<file path="src/rtl/conv_tile_loader.sv">
// Byte-stream loader for the 3x3 systolic convolution array: assembles a filter
// and an input tile, runs the array for RUN_CYCLES cycles, then waits for ack.
module conv_tile_loader #(
  parameter int RUN_CYCLES = 16
) (
  input  logic         clk,
  input  logic         rst,
  input  logic [7:0]   s_data,
  input  logic         s_valid,
  output logic         s_ready,
  input  logic         result_ack,
  output logic [71:0]  fil_flat,
  output logic [127:0] in_flat,
  output logic         array_rst,
  output logic         busy,
  output logic         done
);

  typedef enum logic [2:0] {
    IDLE,
    LOAD_FIL,
    LOAD_IN,
    RUN,
    DONE
  } state_t;

  state_t     state;
  logic [3:0] byte_cnt;
  logic [7:0] run_cnt;
  logic       accept;

  assign accept = s_valid && s_ready;

  // Control outputs are registered alongside the state so they always match it.
  always_ff @(posedge clk or posedge rst) begin
    if (rst) begin
      state     <= IDLE;
      byte_cnt  <= 4'd0;
      run_cnt   <= 8'd0;
      s_ready   <= 1'b0;
      array_rst <= 1'b1;
      busy      <= 1'b0;
      done      <= 1'b0;
      fil_flat  <= '0;
      in_flat   <= '0;
    end else begin
      done <= 1'b0;
      case (state)
        IDLE: begin
          state   <= LOAD_FIL;
          s_ready <= 1'b1;
        end
        LOAD_FIL: begin
          if (accept) begin
            for (int i = 0; i < 9; i++) begin
              if (byte_cnt == 4'(i)) fil_flat[8*i +: 8] <= s_data;
            end
            if (byte_cnt == 4'd8) begin
              byte_cnt <= 4'd0;
              state    <= LOAD_IN;
            end else begin
              byte_cnt <= byte_cnt + 4'd1;
            end
          end
        end
        LOAD_IN: begin
          if (accept) begin
            for (int i = 0; i < 16; i++) begin
              if (byte_cnt == 4'(i)) in_flat[8*i +: 8] <= s_data;
            end
            byte_cnt <= byte_cnt + 4'd1;
            if (byte_cnt == 4'd15) begin
              state     <= RUN;
              run_cnt   <= 8'd0;
              s_ready   <= 1'b0;
              array_rst <= 1'b0;
              busy      <= 1'b1;
            end
          end
        end
        RUN: begin
          run_cnt <= run_cnt + 8'd1;
          if (run_cnt == 8'(RUN_CYCLES - 1)) begin
            state <= DONE;
            done  <= 1'b1;
          end
        end
        DONE: begin
          // Tile and array state are held until the consumer acknowledges.
          if (result_ack) begin
            state     <= LOAD_FIL;
            byte_cnt  <= 4'd0;
            s_ready   <= 1'b1;
            array_rst <= 1'b1;
            busy      <= 1'b0;
          end
        end
        default: begin
          state     <= IDLE;
          s_ready   <= 1'b0;
          array_rst <= 1'b1;
          busy      <= 1'b0;
        end
      endcase
    end
  end

endmodule

</file>
<file path="config.mk">
export PLATFORM = sky130hd
export DESIGN_NAME = conv_tile_loader
export DESIGN_NICKNAME = d
export VERILOG_FILES = /design/src/rtl/conv_tile_loader.sv
export SDC_FILE = /design/constraint.sdc
export NUM_CORES = 1
export LEC_CHECK = 0
export CAP_MARGIN = 30
export CORE_MARGIN = 5
export CORE_UTILIZATION = 28
export CTS_CLUSTER_DIAMETER = 50
export DETAILED_ROUTE_END_ITERATION = 8
export DONT_BUFFER_PORTS = 1
export PLACE_DENSITY_LB_ADDON = 0.05
export SLEW_MARGIN = 10
export SYNTH_ARGS = -nofsm -noshare
export SYNTH_HDL_FRONTEND = slang
export SYNTH_SLANG_ARGS = --single-unit
</file>
<file path="constraint.sdc">
create_clock -name clk -period 24 [get_ports clk]
set_clock_uncertainty 0.1 [all_clocks]
set_input_delay 7.2 -clock clk [delete_from_list [all_inputs] [get_ports clk]]
set_output_delay 7.2 -clock clk [all_outputs]
set_load 0.03 [all_outputs]
</file>
==> Yosys cells after proc, flatten, opt, wreduce, memory -nomap -nowiden <==
Cells that the tools add are included.
{ "op_classes": {"add_sub_neg": 2, "eq_ne": 26, "muxes": 26, "n_bitwise": 2, "reduce_logical": 37} }
{ "ops": {"columns": ["op", "count"], "rows": [
  ["AND reduction 3 bit", 26],
  ["equality test 4 bit (second input constant)", 8],
  ["2-to-1 mux 3 bit", 6],
  ["equality test 4 x 3 -> 1 bit (second input constant)", 4],
  ["2-to-1 mux 4 bit", 4],
  ["2-to-1 mux 8 bit", 2],
  ["case mux 8 bit (2 select lines)", 1],
  ["case mux 3 bit (5 select lines)", 1],
  ["!= test 2 bit (second input constant)", 6],
  ["case mux 4 bit (3 select lines)", 1],
  ["AND reduction 4 bit", 3],
  ["adder 8 x 1 -> 8 bit (second input constant)", 1],
  ["equality test 4 x 2 -> 1 bit (second input constant)", 2],
  ["equality test 8 x 4 -> 1 bit (second input constant)", 1],
  ["2-to-1 mux 1 bit", 8],
  ["equality test 3 x 2 -> 1 bit (second input constant)", 2],
  ["case mux 1 bit (3 select lines)", 2],
  ["AND reduction 6 bit", 1],
  ["adder 4 x 1 -> 4 bit (second input constant)", 1],
  ["equality test 4 x 1 -> 1 bit (second input constant)", 1],
  ["logical NOT 4 bit", 1],
  ["case mux 1 bit (4 select lines)", 1],
  ["equality test 3 x 1 -> 1 bit (second input constant)", 1],
  ["equality test 3 bit (second input constant)", 1],
  ["other kinds (7)", 8]
]} }
{ "totals": {"regBits": 219, "in_bits": 12, "out_inout_bits": 204} }

==> Depth between registers and ports, before layout <==
Gate-level depths: netlist of run 1.
{ "logic_depth": {"ltp_word": 4, "depth_mapped": 7} }

==> Worst setup path after synthesis of run 1 <==
No wires, ideal clock.
{ "synth_path": {"kind": "in2reg", "startpoint": "input s_valid", "endpoint": "register fil_flat[10]", "arrival_time_ns": 8.488, "required_ns": 23.775, "setup_slack_ns": 15.288, "path_stages": 5, "path_buffers": 1, "cell_sequence": "nand3b_4 -> or3_1 -> buf_2 -> nor3b_4 -> mux2_2"} }
{ "synth_via": {"elab_chain_len": 2} }
{ "synth_lines": {"columns": ["element", "line", "source"], "rows": [
  ["start, declared", "9", "input logic s_valid,"],
  ["logical AND 1 bit", "32", "assign accept = s_valid && s_ready;"],
  ["AND reduction 3 bit (no source line)", null, null],
  ["end signal, assigned by index", "56", "if (byte_cnt == 4'(i)) fil_flat[8*i +: 8] <= s_data;"],
  ["end, declared", "12", "output logic [71:0] fil_flat,"]
]} }
Every way passes these cells.
A chain may end at the register's enable or synchronous reset.

==> Worst setup path after layout of run 1 <==
{ "layout_path": {"startpoint": "input s_valid", "endpoint": "register in_flat[17]"} }
{ "layout_via": {"elab_chain_len": 2} }
{ "layout_lines": {"columns": ["element", "line", "source"], "rows": [
  ["logical AND 1 bit", "32", null],
  ["AND reduction 3 bit (no source line)", null, null],
  ["end signal, assigned by index", "69", "if (byte_cnt == 4'(i)) in_flat[8*i +: 8] <= s_data;"],
  ["end, declared", "13", "output logic [127:0] in_flat,"]
]} }
Every way passes these cells.

==> flow_summary.ini, run 1 <==
[outcome]
outcome = complete, no violations

[pwr]
p_switching_uw = 494
power.density_nw_per_um2 = 133
pwr-share-comb_pct = 10.5
leakagePower_nw = 4.99
ir_drop_v = 0.0000573
switching_share_pct = 36.1
p_int_uw = 875
seq_power_share_pct = 52.0
p_clk_share_pct = 37.5

[route]
wl_per_cell_um = 24.6
viasPerCell = 4.84
drt_iter0_drc = 178
drtPass1Iterations = 4
detail-route-antenna-nets = 0
wl_um = 24500
num_vias = 4814
drc = 0

[run]
maxCapViolCount = 0

[timing]
finalCritPeriodShare_pct = 36.7
worst_slew_pin_slew_ns = 0.841
timing.final.ws_setup_ns = 15.20
drv_slew = 0
tns_ns = 0
layout_min_cycle_time_ns = 8.80
slew-limit-headroom_pct = 43.7
fmax_mhz = 114
setup_viol = 0
final_hold_viol_count = 0
rsz0062_at_grt = false

[place]
dp_slack_ns = 14.60
hpwl_um = 16200
port_buffers = 0
gp_congestion = 0.727

[final_layout]
num_antenna_cells = 0
fillers = 2968
nNetsFinal = 593
drive_gt1_share_pct = 46.1
area_delta_synth_final_pct = 18.8

[clock_network]
postCtsHoldBufs = 0
ctsHtreeMaxLevel = 2
cts_tree = done
cts_root_buffer = clkbuf_16
clockBufferDepth = 3
clk_pin_slew_ns = 0.05
cts_made_buffers = 35
cts_sinks = 219
cts-resized-gates = 0
cts_setup_buffers = 0
clk_latency_ns = 0.49

[worst_setup_path]
crit_path_end_kind = flop
critical_path.cell_chain = nand3b_4 -> nor2_1 -> nand3_1 -> mux2_2
cp_slowest_stage_delay_ns = 0.69
slowest_stage = nor2_1
crit_buf_inv = 0
arrival_ns = 9.07
critPathLaunchType = input pin
cp_max_fo = 12
worstSetupPathType = input pin to flop
path_delay_family = simple AND/OR/NAND/NOR gates
cp.required_ns = 24.28

[synth]
synth.ff_latch_count = 219
synthFlopType = dfrtp_1
yosys_warnings = 0
synth_edf_count = 0
ys_seq_area_share_pct = 63.2
synth_cell_type_count = 47
async_reset_ff_share_pct = 100
synthesis.area_um2 = 8670
syn_area_per_cell_um2 = 15.2
netlist_instances = 570
synth_nets = 587

[die]
die_w_um = 186
rows = 64
coreArea_um2 = 30600
die_h_um = 186
ios = 216
initial_core_util_pct = 28.4
die-area_um2 = 34600

[grt]
grt_use_total_pct = 14.0
antenna_found_initial = 0
grt_pass1_wl_um = 36600
grt_pass1_vias = 5364
grt_max_degree = 85
overflow = 0

[min_path]
hp-class = flop to flop
sequential cells by signal, summed over array words and instances (netlist names):
register / flops
fil_flat: 72
state: 3
done: 1
in_flat: 128
busy: 1
array_rst: 1
run_cnt: 8
s_ready: 1
byte_cnt: 4
logic make-up after synthesis:
group                    count (synthesis)  share of synthesized area (%)
flip-flops                             219                           63.2
multiplexers                           202                           26.2
AND/OR/NAND/NOR                         75                           5.71
buffers and inverters                   41                           1.95
AO/OA/AOI/OAI                           28                           2.22
adder cells (fa/ha/maj)                  5                          0.721
cells in the final DEF (no fill, tap or decap), types with 3 or more instances in the layout:
master,instances
nand2_1,10
o21ai_0,7
clkbuf_16,37
nor3_4,3
dfrtp_1,218
nand3_1,17
o31ai_1,5
clkinvlp_4,4
clkinv_2,3
nand4_1,5
clkinv_4,6
nand2b_1,4
o211ai_1,3
and3_1,6
a21oi_1,3
bufinv_16,4
nor2_1,7
inv_1,6
clkbuf_8,3
ha_1,5
mux2_2,199
layout make-up:
| type | count | area (um^2) | area share (%) |
|---|---|---|---|
| Sequential cell | 219 | 5480 | 53.2 |
| Multi-Input combinational cell | 310 | 3020 | 29.4 |
| Clock buffer | 41 | 971 | 9.42 |
| Tap cell | 396 | 495 | 4.81 |
| Clock inverter | 19 | 235 | 2.28 |
| Timing Repair Buffer | 3 | 62.6 | 0.607 |
| Inverter | 7 | 33.8 | 0.328 |
power by group through the flow:
stage	registers (mW)	logic (mW)	clock network, mW
after floorplan	0.677	0.130	0
after global placement	0.723	0.139	0
after detailed placement	0.723	0.145	0
after CTS	0.717	0.146	0.532
after global routing	0.729	0.162	0.546
final	0.713	0.143	0.514
stage by stage:
stage	total power, mW	hold WS (ns)	area, um^2	std cells	util (%)
3_5_place_dp	0.868	0.391	9070	934	29.7
2_1_floorplan	0.807	0.353	8670	570	-
4_1_cts	1.39	0.400	10300	994	33.6
5_1_grt	1.44	0.426	10300	995	33.7
3_3_place_gp	0.862	0.382	9040	933	29.6
6_report	1.37	0.397	10300	995	33.7
routing by layer:
layer	share of wire, %	global-route usage, %
met5	0	0
met2	47	22.4
met1	39	16.8
met3	12	6.98
met4	2.0	3.82
worst register-to-register path: cells and delay by family, from the launching register on:
kind | cells | cell delay (ns)
AND/OR/NAND/NOR | 3 | 1.50
multiplexers | 1 | 0.46
flip-flops | 1 | 0.67
final timing paths:
kind | startpoint | end | slack (ns) | cells after the start
worst max-delay path | s_valid | in_flat[17] | 15.20 | 4
worst max register to register | s_ready | in_flat[17] | 21.16 | 4
worst min register to register | run_cnt[7] | run_cnt[7] | 0.40 | 1
min in group asynchronous | rst | in_flat[120] | 6.48 | 1
worst min-delay path | run_cnt[7] | run_cnt[7] | 0.40 | 1
max in group asynchronous | rst | in_flat[84] | 16.37 | 3
synthesized netlist by cell type (all sizes together), types with 2 or more instances:
library cell,instances,share of area [%]
and4,2,0.20
nor2b,2,0.14
o31ai,5,0.43
inv,7,0.30
nand2,10,0.43
mux2,201,26
a21oi,3,0.17
nor3b,2,0.43
nor2,9,0.45
o211ai,3,0.26
nand4,5,0.36
nand3b,3,0.40
dfrtp,218,63
buf,16,0.87
nor3,6,0.79
and3,6,0.43
or3,2,0.14
ha,5,0.72
clkbuf,18,0.78
nand2b,4,0.29
nand3,17,0.98
o21ai,7,0.40
or2,2,0.14
Power figures use the tool's default switching activity.
==> inputs of run 2 (changes only) <==
clock period = 7.8 ns   (was 24 ns; I/O delays follow)
==> run 2 against run 1 <==
Effect of this change:
- clock power rose to 3.0 times the previous value
- count of clock-buffer cells in the layout rose by 4
- sequential power rose to 3.1 times the previous value
- critical endpoint is now in_flat[21]
==> flow_summary.ini, run 2 (synthesized netlist as in run 1, its figures left out) <==
[timing]
worst_slew_pin_slew_ns = 0.879
final_hold_viol_count = 0
drv_slew = 0
finalCritPeriodShare_pct = 50.0
tns_ns = 0
setup_viol = 0
layout_min_cycle_time_ns = 3.90
whs_ns = 0.398
fmax_mhz = 256
rsz0062_at_grt = false
slew-limit-headroom_pct = 41.1

[route]
drc = 0
viasPerCell = 4.86
wl_per_cell_um = 25.1
drt_iter0_drc = 156
drtPass1Iterations = 4
num_vias = 4841
wl_um = 25000
detail-route-antenna-nets = 0

[final_layout]
top_register = in_flat
final_common_cell = dfrtp_1
nNetsFinal = 593
area_delta_synth_final_pct = 18.5
final_core_util_pct = 33.6
drive_gt1_share_pct = 46.1
num_antenna_cells = 0
top_regs = in_flat x128, fil_flat x72, run_cnt x8
largest_reg_flops = 128
final_cell_mix = dfrtp_1 (218), mux2_2 (199), clkbuf_16 (35)

[die]
initial_core_util_pct = 28.4
die_h_um = 186
die-area_um2 = 34600
ios = 216
rows = 64
coreArea_um2 = 30600
die_w_um = 186

[worst_setup_path]
cp_max_fo = 12
cp_slowest_stage_delay_ns = 0.63
arrival_ns = 4.18
worstSetupPathType = input pin to flop
cp.required_ns = 8.08
critical_path.cell_chain = nand3b_4 -> nor2_1 -> nand3_1 -> mux2_2
critPathLaunchType = input pin
slowest_stage = nor2_1
crit_path_end_kind = flop

[pwr]
ir_drop_v = 0.000161
power.density_nw_per_um2 = 408
leakagePower_nw = 4.99

[clock_network]
clockBufferDepth = 3
postCtsHoldBufs = 0
cts_setup_buffers = 0
cts-resized-gates = 0
cts_tree = done
ctsHtreeMaxLevel = 2
clk_latency_ns = 0.49
cts_sinks = 219
cts_made_buffers = 35
cts_root_buffer = clkbuf_16
clk_pin_slew_ns = 0.05

[grt]
overflow = 0
antenna_found_initial = 0
grt_pass1_wl_um = 36800
grt_pass1_vias = 5374
grt_max_degree = 115
grt_use_total_pct = 14.2

[outcome]
outcome = complete, no violations

[run]
maxCapViolCount = 0

[min_path]
hp-class = flop to flop

[place]
gp_congestion = 0.756
hpwl_um = 16100
port_buffers = 0
-- run 2: cell count changes in the layout (fill, tap and decap cells not counted) --
cell / before / now
buf_12: 0 / 1
buf_16: 2 / 1
bufinv_16: 4 / 3
clkbuf_1: 1 / 2
clkbuf_16: 37 / 35
clkbuf_8: 3 / 8
clkinv_2: 3 / 4
clkinv_4: 6 / 0
inv_6: 2 / 6
-- run 2: through the flow --
step	total power [mW]	area, um^2	cells	setup WS [ns]
after floorplan	2.48	8680	570	2.51
after global placement	2.65	9060	934	3.32
after detailed placement	2.67	9060	934	3.28
after CTS	4.27	10200	996	3.82
after global routing	4.40	10300	997	3.67
final	4.19	10300	997	3.90
-- run 2: path summary, 6_finish.rpt --
| kind | startpoint | end | slack [ns] | cells past startpoint |
|---|---|---|---|---|
| min in group asynchronous | rst | in_flat[80] | 1.78 | 1 |
| max in group asynchronous | rst | in_flat[104] | 4.70 | 2 |
| min reg2reg | run_cnt[7] | run_cnt[7] | 0.40 | 1 |
| max | s_valid | in_flat[21] | 3.90 | 4 |
| min | run_cnt[7] | run_cnt[7] | 0.40 | 1 |
| max reg2reg | s_ready | in_flat[21] | 4.97 | 4 |
-- run 2: report_power, final --
part | internal [mW] | switching (mW)
combinational | 0.253 | 0.186
clock | 1.01 | 0.554
sequential | 1.41 | 0.783
total | 2.67 | 1.52
-- run 2: layout make-up --
type                    instances  area, um^2
inverters                       7        30.0
clock buffers                  45         993
well taps                     396         495
multi-input cells             310        3020
clock inverters                17         196
repair buffers                  3        55.1
fillers                      2979       20300
flip-flops and latches        219        5480
-- run 2: per-layer routing --
| metal | GRT usage (%) | part of all wire, % |
|---|---|---|
| met1 | 17.0 | 39 |
| met2 | 22.6 | 47 |
| met3 | 7.13 | 12 |
| met4 | 4.17 | 2.1 |
| met5 | 0 | 0 |
-- run 2: critical path: cells and delay by family --
family	cells	cell delay, ns
AND/OR/NAND/NOR	3	1.35
multiplexers	1	0.46
